**src/rtl/serial_servo_cmd_uc.sv**
```systemverilog
// Control unit for the serial servo command link: parses "S<d>#" frames,
// updates the servo position and answers 'K' (accepted) or 'E' (rejected).
module serial_servo_cmd_uc #(
  parameter int TIMEOUT_CICLOS = 50000000
) (
  input  logic       clock,
  input  logic       reset,
  input  logic       fim_rx,
  input  logic [7:0] dado_rx,
  input  logic       pronto_tx,
  output logic       partida_tx,
  output logic [7:0] dado_tx,
  output logic [2:0] posicao,
  output logic       atualiza_posicao,
  output logic       erro,
  output logic [3:0] db_estado
);

  localparam logic [3:0] INICIAL       = 4'h0;
  localparam logic [3:0] ESPERA_DIGITO = 4'h1;
  localparam logic [3:0] ESPERA_FIM    = 4'h2;
  localparam logic [3:0] ATUALIZA      = 4'h3;
  localparam logic [3:0] TX_OK         = 4'h4;
  localparam logic [3:0] ESPERA_OK     = 4'h5;
  localparam logic [3:0] TX_ERRO       = 4'h6;
  localparam logic [3:0] ESPERA_ERRO   = 4'h7;

  localparam int             CW      = (TIMEOUT_CICLOS > 1) ? $clog2(TIMEOUT_CICLOS) : 1;
  localparam logic [CW-1:0]  CNT_MAX = CW'(TIMEOUT_CICLOS - 1);

  logic [3:0]    state_q, state_d;
  logic [CW-1:0] cnt_q, cnt_d;
  logic [2:0]    dig_q, dig_d;
  logic [2:0]    pos_q, pos_d;
  logic          erro_q, erro_d;

  logic is_digit, expirou, em_espera;
  assign is_digit  = (dado_rx[7:3] == 5'b00110);
  assign em_espera = (state_q == ESPERA_DIGITO) || (state_q == ESPERA_FIM);
  assign expirou   = (cnt_q == CNT_MAX);

  // fim_rx is tested before the timeout so a byte arriving on the expiry cycle wins
  always_comb begin
    state_d = state_q;
    dig_d   = dig_q;
    pos_d   = pos_q;
    erro_d  = erro_q;
    case (state_q)
      INICIAL:
        if (fim_rx && dado_rx == 8'h53) state_d = ESPERA_DIGITO;
      ESPERA_DIGITO:
        if (fim_rx) begin
          if (is_digit) begin
            dig_d   = dado_rx[2:0];
            state_d = ESPERA_FIM;
          end else begin
            erro_d  = 1'b1;
            state_d = TX_ERRO;
          end
        end else if (expirou) begin
          state_d = INICIAL;
        end
      ESPERA_FIM:
        if (fim_rx) begin
          if (dado_rx == 8'h23) begin
            pos_d   = dig_q;
            state_d = ATUALIZA;
          end else begin
            erro_d  = 1'b1;
            state_d = TX_ERRO;
          end
        end else if (expirou) begin
          state_d = INICIAL;
        end
      ATUALIZA: begin
        erro_d  = 1'b0;
        state_d = TX_OK;
      end
      TX_OK:       state_d = ESPERA_OK;
      ESPERA_OK:   if (pronto_tx) state_d = INICIAL;
      TX_ERRO:     state_d = ESPERA_ERRO;
      ESPERA_ERRO: if (pronto_tx) state_d = INICIAL;
      default:     state_d = INICIAL;
    endcase

    if (state_d != state_q) cnt_d = '0;
    else if (em_espera)     cnt_d = cnt_q + CW'(1);
    else                    cnt_d = '0;
  end

  always_ff @(posedge clock or posedge reset) begin
    if (reset) begin
      state_q <= INICIAL;
      cnt_q   <= '0;
      dig_q   <= '0;
      pos_q   <= '0;
      erro_q  <= 1'b0;
    end else begin
      state_q <= state_d;
      cnt_q   <= cnt_d;
      dig_q   <= dig_d;
      pos_q   <= pos_d;
      erro_q  <= erro_d;
    end
  end

  always_comb begin
    partida_tx       = 1'b0;
    dado_tx          = 8'h00;
    atualiza_posicao = 1'b0;
    db_estado        = state_q;
    case (state_q)
      INICIAL, ESPERA_DIGITO, ESPERA_FIM: ;
      ATUALIZA:    atualiza_posicao = 1'b1;
      TX_OK: begin
        partida_tx = 1'b1;
        dado_tx    = 8'h4B;
      end
      ESPERA_OK:   dado_tx = 8'h4B;
      TX_ERRO: begin
        partida_tx = 1'b1;
        dado_tx    = 8'h45;
      end
      ESPERA_ERRO: dado_tx = 8'h45;
      default:     db_estado = 4'hE;
    endcase
  end

  assign posicao = pos_q;
  assign erro    = erro_q;

endmodule

```
**config.mk**
```make
export PLATFORM = sky130hd
export DESIGN_NAME = serial_servo_cmd_uc
export DESIGN_NICKNAME = d
export VERILOG_FILES = /design/src/rtl/serial_servo_cmd_uc.sv
export SDC_FILE = /design/constraint.sdc
export NUM_CORES = 1
export LEC_CHECK = 0
export ABC_AREA = 1
export ABC_CLOCK_PERIOD_IN_PS = 2500
export BUFFER_PORTS_ARGS = -buffer_cell sky130_fd_sc_hd__buf_2
export CAP_MARGIN = 25
export CORE_ASPECT_RATIO = 1.1
export CORE_MARGIN = 10
export CORE_UTILIZATION = 58
export DETAILED_ROUTE_END_ITERATION = 7
export GPL_ROUTABILITY_DRIVEN = 0
export PLACE_DENSITY = 0.77
export SYNTH_ARGS = -nofsm -noshare
export SYNTH_HDL_FRONTEND = slang
export SYNTH_SLANG_ARGS = --single-unit
```
**constraint.sdc**
```tcl
create_clock -name clock -period 2.5 [get_ports clock]
set_clock_uncertainty 0.2 [all_clocks]
set_input_delay 0.375 -clock clock [delete_from_list [all_inputs] [get_ports clock]]
set_output_delay 0.375 -clock clock [all_outputs]
set_load 0.02 [all_outputs]
```
**Yosys cells after proc, flatten, opt, wreduce, memory -nomap -nowiden**

Cells that the tools add are included.

- Register bits after elaboration: 37
- Output and inout port bits: 18
- Word-level logic and storage cells: 53

- Add/subtract/negate cells: 1
- Eq/ne operators: 16
- Mux-type cells: 19
- Reductions and logical operators: 12

Operators by type and width:

| kind | count |
|---|---|
| $mux W26 | 2 |
| $pmux W4 S7 | 1 |
| $add A26 B1 Y26 const B | 1 |
| $eq A26 B26 Y1 const B | 1 |
| $mux W4 | 6 |
| $eq A4 B3 Y1 const B | 4 |
| $pmux W7 S2 | 1 |
| $eq A4 B2 Y1 const B | 2 |
| $eq A8 B6 Y1 const B | 1 |
| $eq A8 B7 Y1 const B | 1 |
| $ne A2 B2 Y1 const B | 4 |
| $reduce_or A2 Y1 | 4 |
| $reduce_or A8 Y1 | 1 |
| $mux W1 | 6 |
| $mux W3 | 2 |
| $reduce_and A3 Y1 | 2 |
| $eq A5 B3 Y1 const B | 1 |
| $reduce_and A5 Y1 | 1 |
| $eq A4 B1 Y1 const B | 1 |
| $logic_not A4 Y1 | 1 |
| $ne A4 B4 Y1 | 1 |
| $pmux W1 S3 | 1 |
| $reduce_bool A3 Y1 | 1 |
| $logic_and A1 B1 Y1 | 1 |
| $logic_or A1 B1 Y1 | 1 |

**Longest topological paths before layout**

- Depth after elaboration: 6
- Gate-level depth with buffers: 13

**Worst setup path before layout**

OpenSTA, ideal clock, no wires.

- Kind: flip-flop to flip-flop
- Start point: reg state_q[3]
- End point: reg cnt_q[5]
- Setup time: 0.080 ns
- Data arrival time: 1.692 ns
- Setup slack: 0.527 ns
- Cell stages (with the launch flop): 11
- Clock period less this slack: 1.973 ns
- Cell sequence: dfrtp_1 nor2_2 inv_2 nor2_2 inv_2 nor2_1 nor2_1 nand3_2 nand3_4 buf_6 nor3_2

- Longest elaborated chain between the ends: 5
- Elaborated cells between the ends (all ways): 19
- Classes of those cells: eq/ne (8); mux (8); reduce/logical (3)

Ends and longest elaborated chain:

| item | RTL line | source |
|---|---|---|
| start: declaration | 31 | `logic [3:0] state_q, state_d;` |
| start signal: assignment | 99 | `state_q <= state_d;` |
| $eq A4 B3 Y1 / $mux W4 (equally long branches) | 48, 60, 72 |  |
| $reduce_or A2 Y1 (no line), or another cell as far along | n/a |  |
| $pmux W4 S7 | 48 | `case (state_q)` |
| $ne A4 B4 Y1 | 86 | `if (state_d != state_q) cnt_d = '0;` |
| $mux W26 (*) | 86 |  |
| net cnt_d[5] | 32 | `logic [CW-1:0] cnt_q, cnt_d;` |
| end signal: assignment | 100 | `cnt_q <= cnt_d;` |
| end: declaration | 32 |  |

Mark *: on every way through the listed nets, which the timed path passes. The rest lies on a longest branch.
A chain may end at the register's enable or synchronous reset.

**Final worst setup path**

- Start point: reg cnt_q[1]
- End point: reg cnt_q[9]

- Longest elaborated chain between the ends: 6
- Elaborated cells between the ends (all ways): 9
- Classes of those cells: add/sub (1); eq/ne (2); mux (6)

Ends and longest elaborated chain:

| item | RTL line | source |
|---|---|---|
| $eq A26 B26 Y1 (*) | 40 | `assign expirou = (cnt_q == CNT_MAX);` |
| $mux W4 (*) | 60, 72 |  |
| $mux W4, on equally long branches | 64, 52 |  |
| $pmux W4 S7 (*) | 48 |  |
| net state_d[0] | 31 |  |
| $ne A4 B4 Y1 (*) | 86 |  |
| $mux W26 (*) | 86 |  |
| net cnt_d[9] | 32 |  |

Marks and branches as above.

==> impl_table.tex <==
\begin{tabular}{lr}
\hline
Metric & Value \\
\hline
\multicolumn{2}{l}{\textbf{Routing}} \\
ANT nets after route & 0 \\
Drt first pass iters & 5 \\
Wire length reported by the detailed router & 6400 microns \\
Mean number of vias per cell & 5.55 \\
Total via count in the routed design & 2382 \\
Starting DRC count in detailed routing & 172 \\
\# DRC & 0 \\
Mean routed wirelength per cell & 14.9 microns \\
\multicolumn{2}{l}{\textbf{Layout}} \\
Final net count & 387 \\
Layout filler cell count & 400 \\
Layout Utilization & 65.9\% \\
Number of inserted diodes & 0 \\
Layout Area Growth over Synthesis & 11.2\% \\
Fin area & 2810 sq um \\
Share of post-route cells with drive strength above 1 & 22.1\% \\
\multicolumn{2}{l}{\textbf{Synthesis}} \\
Number of distinct library cell variants in the gate-level netlist after synthesis & 30 \\
Share of flip-flops with an asynchronous set or reset after synthesis & 100\% \\
Seq/Total Area, Yosys & 36.7\% \\
Top cells by area in the synthesized netlist & dfrtp\_1 37\%, nand2\_1 12\%, nor3\_2 7.9\% \\
Share of the synthesized area in the top cell type & 36.7\% \\
EDFF count, synth & 0 \\
Synth warn & 0 \\
Register bit total from synthesis & 37 \\
Top cells by instance count after synthesis & 82 x nand2\_1, 42 x nor2\_1, 39 x inv\_1 \\
Mapped cell area & 2520 sq um \\
Leading cell type by number of instances after synthesis & nand2\_1 \\
Synthesized area per cell & 7.25 sq um \\
Top cell type by total area after synthesis & dfrtp\_1 \\
Commonest register cell after synthesis & dfrtp\_1 \\
Synthesized netlist cell count & 348 \\
\multicolumn{2}{l}{\textbf{Floorplan}} \\
Die Footprint & 7390 sq um \\
Standard-cell rows & 25 \\
Core footprint & 4250 sq um \\
Boundary Pins & 30 \\
Initial cell density of the core & 59.3\% \\
Vertical die dimension & 89.2 microns \\
Horizontal die dimension & 82.9 microns \\
\multicolumn{2}{l}{\textbf{Outcome}} \\
Failing checks & negative hold slack \\
Outcome & finished, violations left \\
\multicolumn{2}{l}{\textbf{Placement}} \\
Placed wire-length estimate & 4360 microns \\
Number of port buffers & 26 \\
Placed cell areas & 2650 sq um \\
\multicolumn{2}{l}{\textbf{Setup path}} \\
Required arrival time at the worst endpoint & 2.51 ns \\
Critical-path cell list & ha\_1, nand2\_1, nor2\_4, inv\_2, nor2\_2, nand2\_2, nand3\_2, nand3\_2, nand2\_1, nand3\_4, nor3\_2 \\
Kind of cell adding the most delay to the critical path & simple AND/OR/NAND/NOR gates \\
Critical path capture point type & flip-flop \\
Crit start category & flip-flop \\
CP Buf/Inv Count & 1 \\
Worst setup path class & reg -> reg \\
Signal arrival time at the worst endpoint & 2.33 ns \\
Cell with the largest stage delay on the worst path & dfrtp\_1 \\
Crit path depth & 11 \\
Critical Path Fanout Max & 13 \\
Worst path max stage delay & 0.39 ns \\
Worst R2R Path Depth & 11 \\
\multicolumn{2}{l}{\textbf{Pwr}} \\
PwrDens & 441 nW/um\^{}2 \\
Leakage power of the design & 1.29 nW \\
Power Total & 1.24 mW \\
Maximum VDD drop & 288 uV \\
\multicolumn{2}{l}{\textbf{Clock tree}} \\
Library cell used as clock root buffer & clkbuf\_8 \\
Setup fix buffers added after clock tree synthesis & 0 \\
Max clock buf depth & 2 \\
TritonCTS clock tree & done \\
Inserted Clock Buffers & 5 \\
CTS sink count & 37 \\
H-tree lvl count & 2 \\
Insertion delay of the later-clocked pin in the worst-skew pair & 0.29 ns \\
Clock slew at reported path FFs & 0.08 ns \\
\multicolumn{2}{l}{\textbf{Flow run}} \\
Count of max-cap constraint violations & 0 \\
\multicolumn{2}{l}{\textbf{Global route}} \\
Antenna violations before repair & 0 \\
Sum of overflow across all layers after global routing & 0 \\
Global-route met2 utilization & 30.6\% \\
Met1 routing resource usage after global routing & 18.3\% \\
GRT Total Usage & 16.4\% \\
Busiest grt layer & met2 \\
First-pass GRT wire length & 10200 microns \\
Largest net degree at the start of global routing & 38 \\
Via count of the first global-routing pass & 2298 \\
Routing usage on met3 & 3.19\% \\
\multicolumn{2}{l}{\textbf{Timing}} \\
RSZ-0062 raised after global routing & false \\
Setup TNS & 0 ns \\
Worst hold margin & -0.0285 ns \\
Maximum clock frequency & 0.431 GHz \\
Number of pins exceeding their max-slew limit in the final report & 0 \\
Final hold viol count & 37 \\
Clock period minus final worst setup slack & 2.32 ns \\
\# setup viols final & 0 \\
Crit share post-route & 92.7\% \\
\multicolumn{2}{l}{\textbf{Min path}} \\
Class of the tightest hold or removal check & in -> async \\
\hline
\end{tabular}
[path summary, 6_finish.rpt]
path | startpoint | end | slack (ns)
worst max-delay path | cnt_q[1] | cnt_q[9] | 0.18
worst min-delay path | reset | cnt_q[6] | -0.03
worst max register to register | cnt_q[1] | cnt_q[9] | 0.18
worst min register to register | erro | erro | 0.29
max in group asynchronous | reset | cnt_q[17] | 1.78
min in group clock | dado_rx[0] | dig_q[0] | 0.14
[metal layers]
| layer | up-vias | share of wire [%] |
|---|---|---|
| met3 | 17 | 4.6 |
| li1 | 1177 | - |
| met2 | 84 | 50 |
| met4 | 0 | 2.2 |
| met1 | 1104 | 43 |
| met5 | - | 0 |
[state kept, by name, indices dropped and copies added (netlist names)]
| name | count |
|---|---|
| erro | 1 |
| state_q | 4 |
| cnt_q | 26 |
| posicao | 3 |
| dig_q | 3 |
[where the power goes]
part           switching [mW]  internal [mW]  leakage (nW)
registers             0.00349          0.603         0.498
clock network           0.231          0.325        0.0574
logic                  0.0563         0.0199         0.735
[cell usage in the layout, fill, tap and decap left out, drive strengths merged]
master,n
nand2,83
nor2,47
inv,44
nand3,40
nor3,40
dfrtp,37
buf,28
a21oi,8
nand4,7
or2,7
o211ai,6
clkbuf,6
o21ai,6
nand3b,4
conb,4
o21bai,2
o22ai,1
o31ai,1
a21o,1
ha,1
clkinvlp,1
bufinv,1
[kinds of logic after synthesis]
group / Yosys count / share of synthesized area (%)
other: 1 / 0.149
buffers and inverters: 58 / 10.4
DFF: 37 / 36.7
adders and majority gates: 1 / 0.496
and+or+nand+nor: 226 / 46.0
AOI/OAI and AO/OA: 25 / 6.25
[through the flow]
stage | worst slack (ns) | std cells
final | 0.182 | 429
after detailed placement | 0.189 | 419
after CTS | 0.165 | 427
after floorplan | 0.527 | 351
after global placement | 0.240 | 419
after global routing | 0.00242 | 429
[tightest hold or removal path: stages]
cell and delay, ns:
buf_2 0.10, inv_1 0.04, buf_4 0.39
[timing repair]
item,4_1_cts,5_1_grt
hold buffers,0,0
resized for setup,0,2
endpoints found under the hold margin,0,0
endpoints found under the setup margin,0,7
[area by class of cell]
class | instances | area, sq um | area share [%]
multi-input cells | 258 | 1380 | 49.2
flip-flops and latches | 37 | 926 | 33.0
inverters | 44 | 165 | 5.89
repair buffers | 28 | 145 | 5.17
clock buffers | 6 | 82.6 | 2.94
well taps | 54 | 67.6 | 2.41
clock inverters | 2 | 37.5 | 1.34
Power figures use the tool's default switching activity.
